File: config.mk
export PLATFORM = sky130hd
export DESIGN_NAME = round_key_store
export DESIGN_NICKNAME = d
export VERILOG_FILES = /design/src/rtl/round_key_store.sv
export SDC_FILE = /design/constraint.sdc
export NUM_CORES = 1
export LEC_CHECK = 0
export ABC_AREA = 0
export BUFFER_PORTS_ARGS = -buffer_cell sky130_fd_sc_hd__buf_2
export CAP_MARGIN = 30
export CORE_UTILIZATION = 25
export DETAILED_ROUTE_END_ITERATION = 8
export PLACE_DENSITY = 0.44
export SLEW_MARGIN = 20
export SYNTH_ARGS = -nofsm -noshare
export SYNTH_HDL_FRONTEND = slang
export SYNTH_SLANG_ARGS = --single-unit
File: constraint.sdc
create_clock -name clk_i -period 7.05 [get_ports clk_i]
set_clock_uncertainty 0.2 [all_clocks]
set_input_delay 1.41 -clock clk_i [delete_from_list [all_inputs] [get_ports clk_i]]
set_output_delay 1.41 -clock clk_i [all_outputs]
set_load 0.02 [all_outputs]
File: src/rtl/round_key_store.sv
// Write-side store for the 15-entry round-key word bank with fill tracking and indexed readback.
// Optional slot zeroize on clear is enabled by defining ROUND_KEY_ZEROIZE_EN.
module round_key_store #(
    parameter int unsigned DEPTH = 15,
    parameter int unsigned WIDTH = 32
) (
    input  logic             clk_i,
    input  logic             rst_i,
    input  logic             wr_valid_i,
    input  logic [WIDTH-1:0] wr_data_i,
    output logic             wr_ready_o,
    input  logic             clr_i,
    input  logic             rd_en_i,
    input  logic [3:0]       rd_idx_i,
    output logic [WIDTH-1:0] rd_data_o,
    output logic             rd_valid_o,
    output logic [4:0]       count_o,
    output logic             full_o,
    output logic             busy_o
);

    localparam int unsigned CNT_W = 5;
    localparam int unsigned IDX_W = 4;
    localparam int unsigned SLOTS = 16;

    localparam logic [1:0] S_FILL = 2'd0;
    localparam logic [1:0] S_FULL = 2'd1;
`ifdef ROUND_KEY_ZEROIZE_EN
    localparam logic [1:0] S_ZERO = 2'd2;
`endif

    logic [1:0]       state_q, state_d;
    logic [CNT_W-1:0] count_q, count_d;
    logic [WIDTH-1:0] slots_q [SLOTS];
    logic [WIDTH-1:0] rd_data_q, rd_data_d;
    logic             rd_valid_q, rd_valid_d;
    logic             wr_ready_q, full_q;
    logic             wr_en;
    logic             rd_ok;
`ifdef ROUND_KEY_ZEROIZE_EN
    logic [IDX_W-1:0] zidx_q, zidx_d;
    logic             zclr;
    logic             busy_q;
`endif

    // Next-state, write strobe and readback decode
    always_comb begin
        state_d    = state_q;
        count_d    = count_q;
        wr_en      = 1'b0;
        rd_data_d  = rd_data_q;
        rd_valid_d = 1'b0;
`ifdef ROUND_KEY_ZEROIZE_EN
        zidx_d     = zidx_q;
        zclr       = 1'b0;
        rd_ok      = (state_q != S_ZERO);
`else
        rd_ok      = 1'b1;
`endif

        if (clr_i) begin
            count_d = '0;
`ifdef ROUND_KEY_ZEROIZE_EN
            state_d = S_ZERO;
            zidx_d  = '0;
`else
            state_d = S_FILL;
`endif
        end else begin
            case (state_q)
                S_FILL: begin
                    if (wr_valid_i) begin
                        wr_en   = 1'b1;
                        count_d = count_q + CNT_W'(1);
                        if (count_q + CNT_W'(1) == CNT_W'(DEPTH)) begin
                            state_d = S_FULL;
                        end
                    end
                end
                S_FULL: begin
                    state_d = S_FULL;
                end
`ifdef ROUND_KEY_ZEROIZE_EN
                S_ZERO: begin
                    zclr   = 1'b1;
                    zidx_d = zidx_q + IDX_W'(1);
                    if (zidx_q == IDX_W'(DEPTH - 1)) begin
                        state_d = S_FILL;
                    end
                end
`endif
                default: begin
                    state_d = S_FILL;
                end
            endcase
        end

        // Slot being written this cycle is still >= count, so it reads back as empty
        if (rd_en_i) begin
            if (({1'b0, rd_idx_i} < count_q) && rd_ok) begin
                rd_data_d  = slots_q[rd_idx_i];
                rd_valid_d = 1'b1;
            end else begin
                rd_data_d  = '0;
                rd_valid_d = 1'b0;
            end
        end
    end

    always_ff @(posedge clk_i) begin
        if (rst_i) begin
            state_q    <= S_FILL;
            count_q    <= '0;
            rd_data_q  <= '0;
            rd_valid_q <= 1'b0;
            wr_ready_q <= 1'b1;
            full_q     <= 1'b0;
`ifdef ROUND_KEY_ZEROIZE_EN
            zidx_q     <= '0;
            busy_q     <= 1'b0;
`endif
        end else begin
            state_q    <= state_d;
            count_q    <= count_d;
            rd_data_q  <= rd_data_d;
            rd_valid_q <= rd_valid_d;
            wr_ready_q <= (state_d == S_FILL);
            full_q     <= (state_d == S_FULL);
`ifdef ROUND_KEY_ZEROIZE_EN
            zidx_q     <= zidx_d;
            busy_q     <= (state_d == S_ZERO);
`endif
        end
    end

    // Word bank; write and zeroize never coincide since they belong to different states
    always_ff @(posedge clk_i) begin
        if (rst_i) begin
            for (int i = 0; i < SLOTS; i++) begin
                slots_q[i] <= '0;
            end
        end else begin
            if (wr_en) begin
                slots_q[count_q[IDX_W-1:0]] <= wr_data_i;
            end
`ifdef ROUND_KEY_ZEROIZE_EN
            if (zclr) begin
                slots_q[zidx_q] <= '0;
            end
`endif
        end
    end

    assign wr_ready_o = wr_ready_q;
    assign full_o     = full_q;
    assign count_o    = count_q;
    assign rd_data_o  = rd_data_q;
    assign rd_valid_o = rd_valid_q;
`ifdef ROUND_KEY_ZEROIZE_EN
    assign busy_o     = busy_q;
`else
    assign busy_o     = 1'b0;
`endif

endmodule
# Yosys cells after proc, flatten, opt, wreduce, memory -nomap -nowiden
# Memory sizes are Yosys's and may differ from the RTL's.
# Index checks and enable logic that the tools add are counted.
# totals
ff_bits	42
ramBits	512
input_bits	41
wordCells	36
mem_count	1
# memory_table
memory	words	width	rd	rd_ports_with_merged_regs	write_ports	line_no	source
slots_q	16	32	1	0	16	34	logic [WIDTH-1:0] slots_q [SLOTS];
# classes
add_sub_neg	1
n_lt_le_gt_ge	1
eq_ne	3
mux	17
bitwise	1
n_reduce_logical	6
# op_table
op	count
two-way mux 32 bit	2
OR reduction 32 bit	1
two-way mux 1 bit	10
two-way mux 2 bit	3
adder 5 x 1 -> 5 bit (second input constant)	1
equality test 5 x 4 -> 1 bit (second input constant)	1
< comparator 4 x 5 -> 1 bit	1
equality test 2 x 1 -> 1 bit (second input constant)	2
logical NOT 2 bit	2
two-way mux 4 bit	1
one-hot mux 2 bit (2 select lines)	1
OR reduction 2 bit	2
AND reduction 2 bit	1
NOT 1 bit	1

# Depth between registers and ports, before layout
# Gate-level depths: netlist of run 1.
# depth
word_depth	8
mapped_depth	7

# Worst setup path before layout of run 1
# Ideal clock, no wire load.
# synth_path
kind	input port to flip-flop
start	in clr_i
end	mem slots_q[1][0], enable pin
setup_ps	375
arrival_time_ps	2927
t_required_ps	6475
slack_ps	3548
stages	6
cell_sequence	or2_1 -> buf_6 -> nor3_4 -> nand2_4 -> nor3_4 -> or2_2
# synth_rtl
element	line_no	source
start: declaration	12	input logic clr_i,
end: declaration	34	

==> results.md, run 1 <==
* Hold WC Path Type: reg -> reg
* First-pass GRT wire length at slightly below 100 mm
* Initial DRC Count at 942
* H-tree depth at 2
* Clk pwr share at 0.443
* IO Count at 82
* Post-Synth Adder-Cell Area at 0.00356
* P_sw at between 1.5 and 2 mW
* Leakage at 10.3 nW
* Site Rows at 114
* Placed Area at 26300 um^2
* Largest family of logic cells by synthesized area: simple AND/OR/NAND/NOR gates
* GRT Overall Usage at 0.140
* Period minus WS final at 4.02 ns
* CTS clk-pin slew, worst paths at 0.06 ns
* CTS resizes at 0
* Failing checks: design-rule violations
* Worst path max stage delay at about 0.7 ns
* TritonRoute pass-1 iters at 7
* XOR/XNOR Fraction of Synth Area at 0.00178
* Fin. max-slew vios at 0
* Number of max-cap violations at 0
* RSZ-0062 raised after global routing: false
* Distinct cells, synth at 41
* Routed wire length at 68.7 mm
* Die span in y at 316 um
* Die area at ~100000 um^2
* Register share of total power at 0.496
* Fin. Hold Viols at 0
* Total Power at 7.50 mW
* Clock Sinks at roughly 550
* Via/cell ratio at 4.41
* Fillcell total at 9631
* Internal at 5.81 mW
* Die width at 316 um
* Layout cells sized above 1 at 0.228
* Hold-fix buffers, CTS at 0
* Yosys Warn Count at 0
* Slowest-stage cell, CP: nor2_4
* Gate power share at 0.061
* Outcome: finished with violations
* Mux share of post-synthesis cell area at 0.118
* Clock root buffer master: clkbuf_16
* Post-route cell area at 28500 um^2
* Area growth syn-to-layout at 16.2%
* IO buf count at 80
* Synth Area in Simple Gates at 0.154
* Grt total ovfl at 0
* CP Class: in -> reg
* Finished Core Util at 0.294
* Synth Area per Inst at around 16 um^2
* Residual DRC at 2
* Headroom to the max-slew limit at 0.333
* Vias in the first global route at roughly 14000
* Slew @ Worst Pin at 1.00 ns
* Synth Instances at 1548
* GP Congestion at roughly 0.76
* Nets at 1638
* Fmax at ~250 MHz
* Core Footprint at 97000 um^2
* Kind of start point of the critical path: primary input
* Yosys reg bits at 554
* Crit-path cells: buf_2 > or2_1 > nor3_4 > nand2_4 > nor2_4 > or2_2 > buf_16
* Largest net degree at the start of global routing at 68
* Compound-cell area share of the yosys netlist at 0.0328
* Antenna violations before repair at 6
* Clk_lat worst skew at 0.65 ns
* Worst Setup End Kind: flip-flop
* PwrDens at about 260 nW/um^2
* Critical Path AT at 4.15 ns
* Fin crit share at 0.571
* DP HPWL at 42.4 mm
* Family with the most delay on the worst path: simple AND/OR/NAND/NOR gates
* ANT nets after route at 0
* Crit path required time at 7.18 ns
* Maximum clock insertion buffer count at 3
* Worst vdd ir at about 0.23 mV
* Total number of vias at around 13000
* Max FO, Critical Path at 33
* Fin Hold WS at 0.278 ns
* Post-CTS setup buffer count at 0
* Switching share of power at 0.226
* Clock tree from TritonCTS: yes
* Commonest cells after routing, fill and taps aside: and2_1 (512), edfxtp_1 (512), mux4_2 (128)
* TNS Setup at 0 ns
* Buf+Inv Stages, Crit Path at 2
* Netlist Area Pre-Place at 24600 um^2
* Starting density of the core at 0.253
* CTS Buf Count at 61
* Final setup vio count at 0
* Share of the yosys chip area belonging to registers at 0.660
* Routed length per instance at 23.5 um
## cells in the mapped netlist (all sizes together)
master | number | area share
dfxtp | 42 | 0.034
a41oi | 1 | 0.00036
a21o | 1 | 0.00031
nand4 | 1 | 0.00025
ha | 7 | 0.0036
a21oi | 3 | 0.00061
nand2b | 3 | 0.00076
and2 | 513 | 0.13
o311a | 1 | 0.00041
o31ai | 1 | 0.00031
edfxtp | 512 | 0.63
conb | 1 | 0.00015
o21ai | 1 | 0.00020
or3 | 2 | 0.00051
a22o | 32 | 0.011
mux4 | 128 | 0.12
xor2 | 1 | 0.00036
mux2i | 2 | 0.00081
clkbuf | 97 | 0.016
nand2 | 39 | 0.0069
xnor2 | 4 | 0.0014
inv | 5 | 0.00076
nand3 | 3 | 0.00061
or2 | 17 | 0.0043
a211oi | 1 | 0.00031
buf | 37 | 0.013
nor3 | 7 | 0.0035
a22oi | 62 | 0.019
nor2b | 4 | 0.0010
nor2 | 20 | 0.0059
## sequential cells by signal, summed over array words and instances, names as in the netlist
name	flops
count_o	5
full_o	1
rd_data_o	32
rd_valid_o	1
slots_q	512
state_q	2
wr_ready_o	1
## area by class of cell
class | instances | area, um^2 | share of cell area
Clock buffer | 69 | 1560 | 0.0545
Inverter | 5 | 18.8 | 0.000657
Tap cell | 1276 | 1600 | 0.0559
Antenna cell | 1 | 2.50 | 0.0000877
Sequential cell | 554 | 16200 | 0.568
Timing Repair Buffer | 112 | 937 | 0.0328
Multi-Input combinational cell | 856 | 7700 | 0.270
Clock inverter | 46 | 517 | 0.0181
## logic make-up after synthesis
kind of cell	Yosys count
compound gates	103
simple gates	609
mux	130
other cells	1
buf+inv	139
flops	554
xor+xnor	5
fa+ha+maj	7
## power by group through the flow
| stage | registers (mW) | clock network [mW] | logic [mW] |
|---|---|---|---|
| finish | 3.72 | 3.32 | 0.457 |
| global route | 3.73 | 3.52 | 0.494 |
| CTS | 3.73 | 3.40 | 0.460 |
| detailed placement | 3.79 | 0 | 0.460 |
| global placement | 3.79 | 0 | 0.440 |
| floorplan | 3.78 | 0 | 0.258 |
## layer usage
metal  vias to the layer above  track usage  share of wire
li1                       5800            -              -
met1                      6700        0.193           0.45
met2                       279        0.226           0.47
met3                        81       0.0256          0.056
met4                         2       0.0326          0.018
met5                         -            0        0.00019
## through the flow
step                      worst slack, ns  cells
after floorplan                      3.55   1549
after global routing                 2.81   2918
after CTS                            2.78   2911
final                                3.03   2919
after global placement               2.14   2787
after detailed placement             2.10   2796
## final timing paths
kind | startpoint | slack (ns) | endpoint | cells after the start
worst max-delay path | rst_i | 3.03 | slots_q[11][22] | 7
worst min-delay path | rd_data_o[23] | 0.28 | rd_data_o[23] | 1
worst max register to register | count_o[3] | 3.59 | slots_q[12][13] | 4
worst min register to register | rd_data_o[23] | 0.28 | rd_data_o[23] | 1
## worst reg2reg max path, cell delays in order, from the launching register on
cell	delay, ns
dfxtp_1	0.78
nand2_1	0.49
nor2_4	0.81
or2_2	0.62
buf_16	0.24
Note: power is estimated with default switching activity, not from simulation.
==> run 2: changes to the inputs <==
--- a/config.mk
+++ b/config.mk
@@ -10,7 +10,7 @@
 export CAP_MARGIN = 30
 export CORE_UTILIZATION = 25
 export DETAILED_ROUTE_END_ITERATION = 8
-export PLACE_DENSITY = 0.44
+export PLACE_DENSITY = 0.45
 export SLEW_MARGIN = 20
 export SYNTH_ARGS = -nofsm -noshare
 export SYNTH_HDL_FRONTEND = slang
==> constraint.sdc (replaced) <==
create_clock -name clk_i -period 3.25 [get_ports clk_i]
set_clock_uncertainty 0.2 [all_clocks]
set_input_delay 0.65 -clock clk_i [delete_from_list [all_inputs] [get_ports clk_i]]
set_output_delay 0.65 -clock clk_i [all_outputs]
set_load 0.02 [all_outputs]
==> results.md, run 2 (same netlist as run 1, synthesis figures left out) <==
* Outcome: finished with violations
* Failing checks: design-rule violations
* Reg2reg path depth at 6
* Max FO, Critical Path at 19
* Worst Setup End Kind: flip-flop
* Fin. Hold Viols at 0
* Hold Path Origin: rd_data_o[19]
* Clk_lat worst skew at about 0.60 ns
* IO Count at 82
* Post-CTS setup buffer count at 0
* CP startpoint: state_q[0]
* Initial DRC Count at ~870
* Die span in y at 316 um
* Clock root buffer master: clkbuf_16
* RSZ-0062 raised after global routing: false
* GP Congestion at 0.744
* FF+latch area at 16200 um^2
* IO buf count at 80
* H-tree depth at 3
* DP HPWL at 42.3 mm
* ANT nets after route at 0
* Crit path capture: slots_q[4][12]
* Crit path required time at around 3.3 ns
* Routed wire length at 70.1 mm
* Nets at 1691
* Top reg by flops: slots_q
* R2r startpoint: state_q[0]
* Hold WC Path Type: reg -> reg
* Critical Path AT at ~2.5 ns
* Area occupied by multi-input gates at 7700 um^2
* Area growth syn-to-layout at 17.9%
* Hold-fix buffers, CTS at 0
* Placed cells at 2849
* Finished Layout Cells at ~3000
* Kind of start point of the critical path: flip-flop
* PwrDens at 562 nW/um^2
* Antenna violations before repair at 7
* Maximum clock insertion buffer count at 3
* Via/cell ratio at 4.47
* Vias in the first global route at 14195
* Period minus WS final at 2.46 ns
* Max reg flops at slightly above 500
* Worst reg2reg path endpoint: slots_q[4][12]
* Slew @ Worst Pin at around 0.65 ns
* Fin. max-slew vios at 0
* CP Class: reg -> reg
* Starting density of the core at 0.253
* Core Footprint at 97000 um^2
* CTS resizes at 0
* Clock Sinks at ~550
* CTS Buf Count at 68
* Layout cells sized above 1 at 0.250
* Residual DRC at 10
* Commonest cells after routing, fill and taps aside: and2_1 (512), edfxtp_1 (512), mux4_2 (128)
* Final setup vio count at 0
* Headroom to the max-slew limit at 0.566
* Total Power at 16.3 mW
* Clock tree from TritonCTS: yes
* Number of max-cap violations at 0
* Fillcell total at 9631
* TritonRoute pass-1 iters at 7
* First-pass GRT wire length at 102 mm
* Fmax at 407 MHz
* GRT Overall Usage at 0.142
* Grt total ovfl at 0
* Worst vdd ir at 0.258 mV
* R2R setup slack at 0.79 ns
* Total number of vias at 13293
* Largest net degree at the start of global routing at 42
* Die width at ~320 um
* CTS clk-pin slew, worst paths at approximately 0.060 ns
* Routed length per instance at 23.6 um
* Die area at 99500 um^2
* Leakage at 10.6 nW
* TNS Setup at 0 ns
* Site Rows at about 110
* Fin crit share at 0.756
[run 2: layer usage]
metal / GRT usage / wire, um / up-vias
met3: 0.0224 / 2930 / 87
met5: 0 / 13 / -
met2: 0.245 / 35100 / 281
li1: - / - / 5926
met1: 0.183 / 30500 / 6997
met4: 0.0433 / 1540 / 2
[run 2: worst min path at each step]
| stage | end | depth (start not counted) |
|---|---|---|
| after CTS | slots_q[8][15] | 2 |
| after global routing | rd_data_o[19] | 1 |
| after detailed placement | rd_data_o[7] | 1 |
| after global placement | rd_data_o[31] | 1 |
| final | rd_data_o[19] | 1 |
| after floorplan | full_o | 2 |
[run 2: final cells by class]
cell class | count | share of cell area
Clock buffer | 92 | 0.0647
Antenna cell | 2 | 0.000173
Timing Repair Buffer | 158 | 0.0458
Tap cell | 1276 | 0.0551
Inverter | 5 | 0.000648
Multi-Input combinational cell | 856 | 0.266
Sequential cell | 554 | 0.560
Clock inverter | 32 | 0.00812
[run 2: critical path: stages (launching register included)]
cell and delay [ns]:
dfxtp_1 0.31, nand2b_1 0.20, nor2_2 0.27, nand3_1 0.43, nor2_4 0.23, or2_2 0.13, buf_4 0.32
[run 2: report_power, final]
group / total [mW] / internal (mW) / switching (mW)
Sequential: 8.07 / 8.00 / 0.0659
Clock: 7.22 / 4.22 / 3.00
Combinational: 1.01 / 0.384 / 0.623
Total: 16.3 / 12.6 / 3.69
[run 2: stage by stage]
stage                     area, um^2  setup WS, ns  utilization  hold slack [ns]
after floorplan                24600         0.508            -            0.297
after global placement         26900         0.382        0.277            0.257
after detailed placement       26900         0.367        0.277            0.264
after CTS                      29000         0.766        0.299            0.276
after global routing           29000         0.670        0.299            0.292
final                          29000         0.794        0.299            0.274
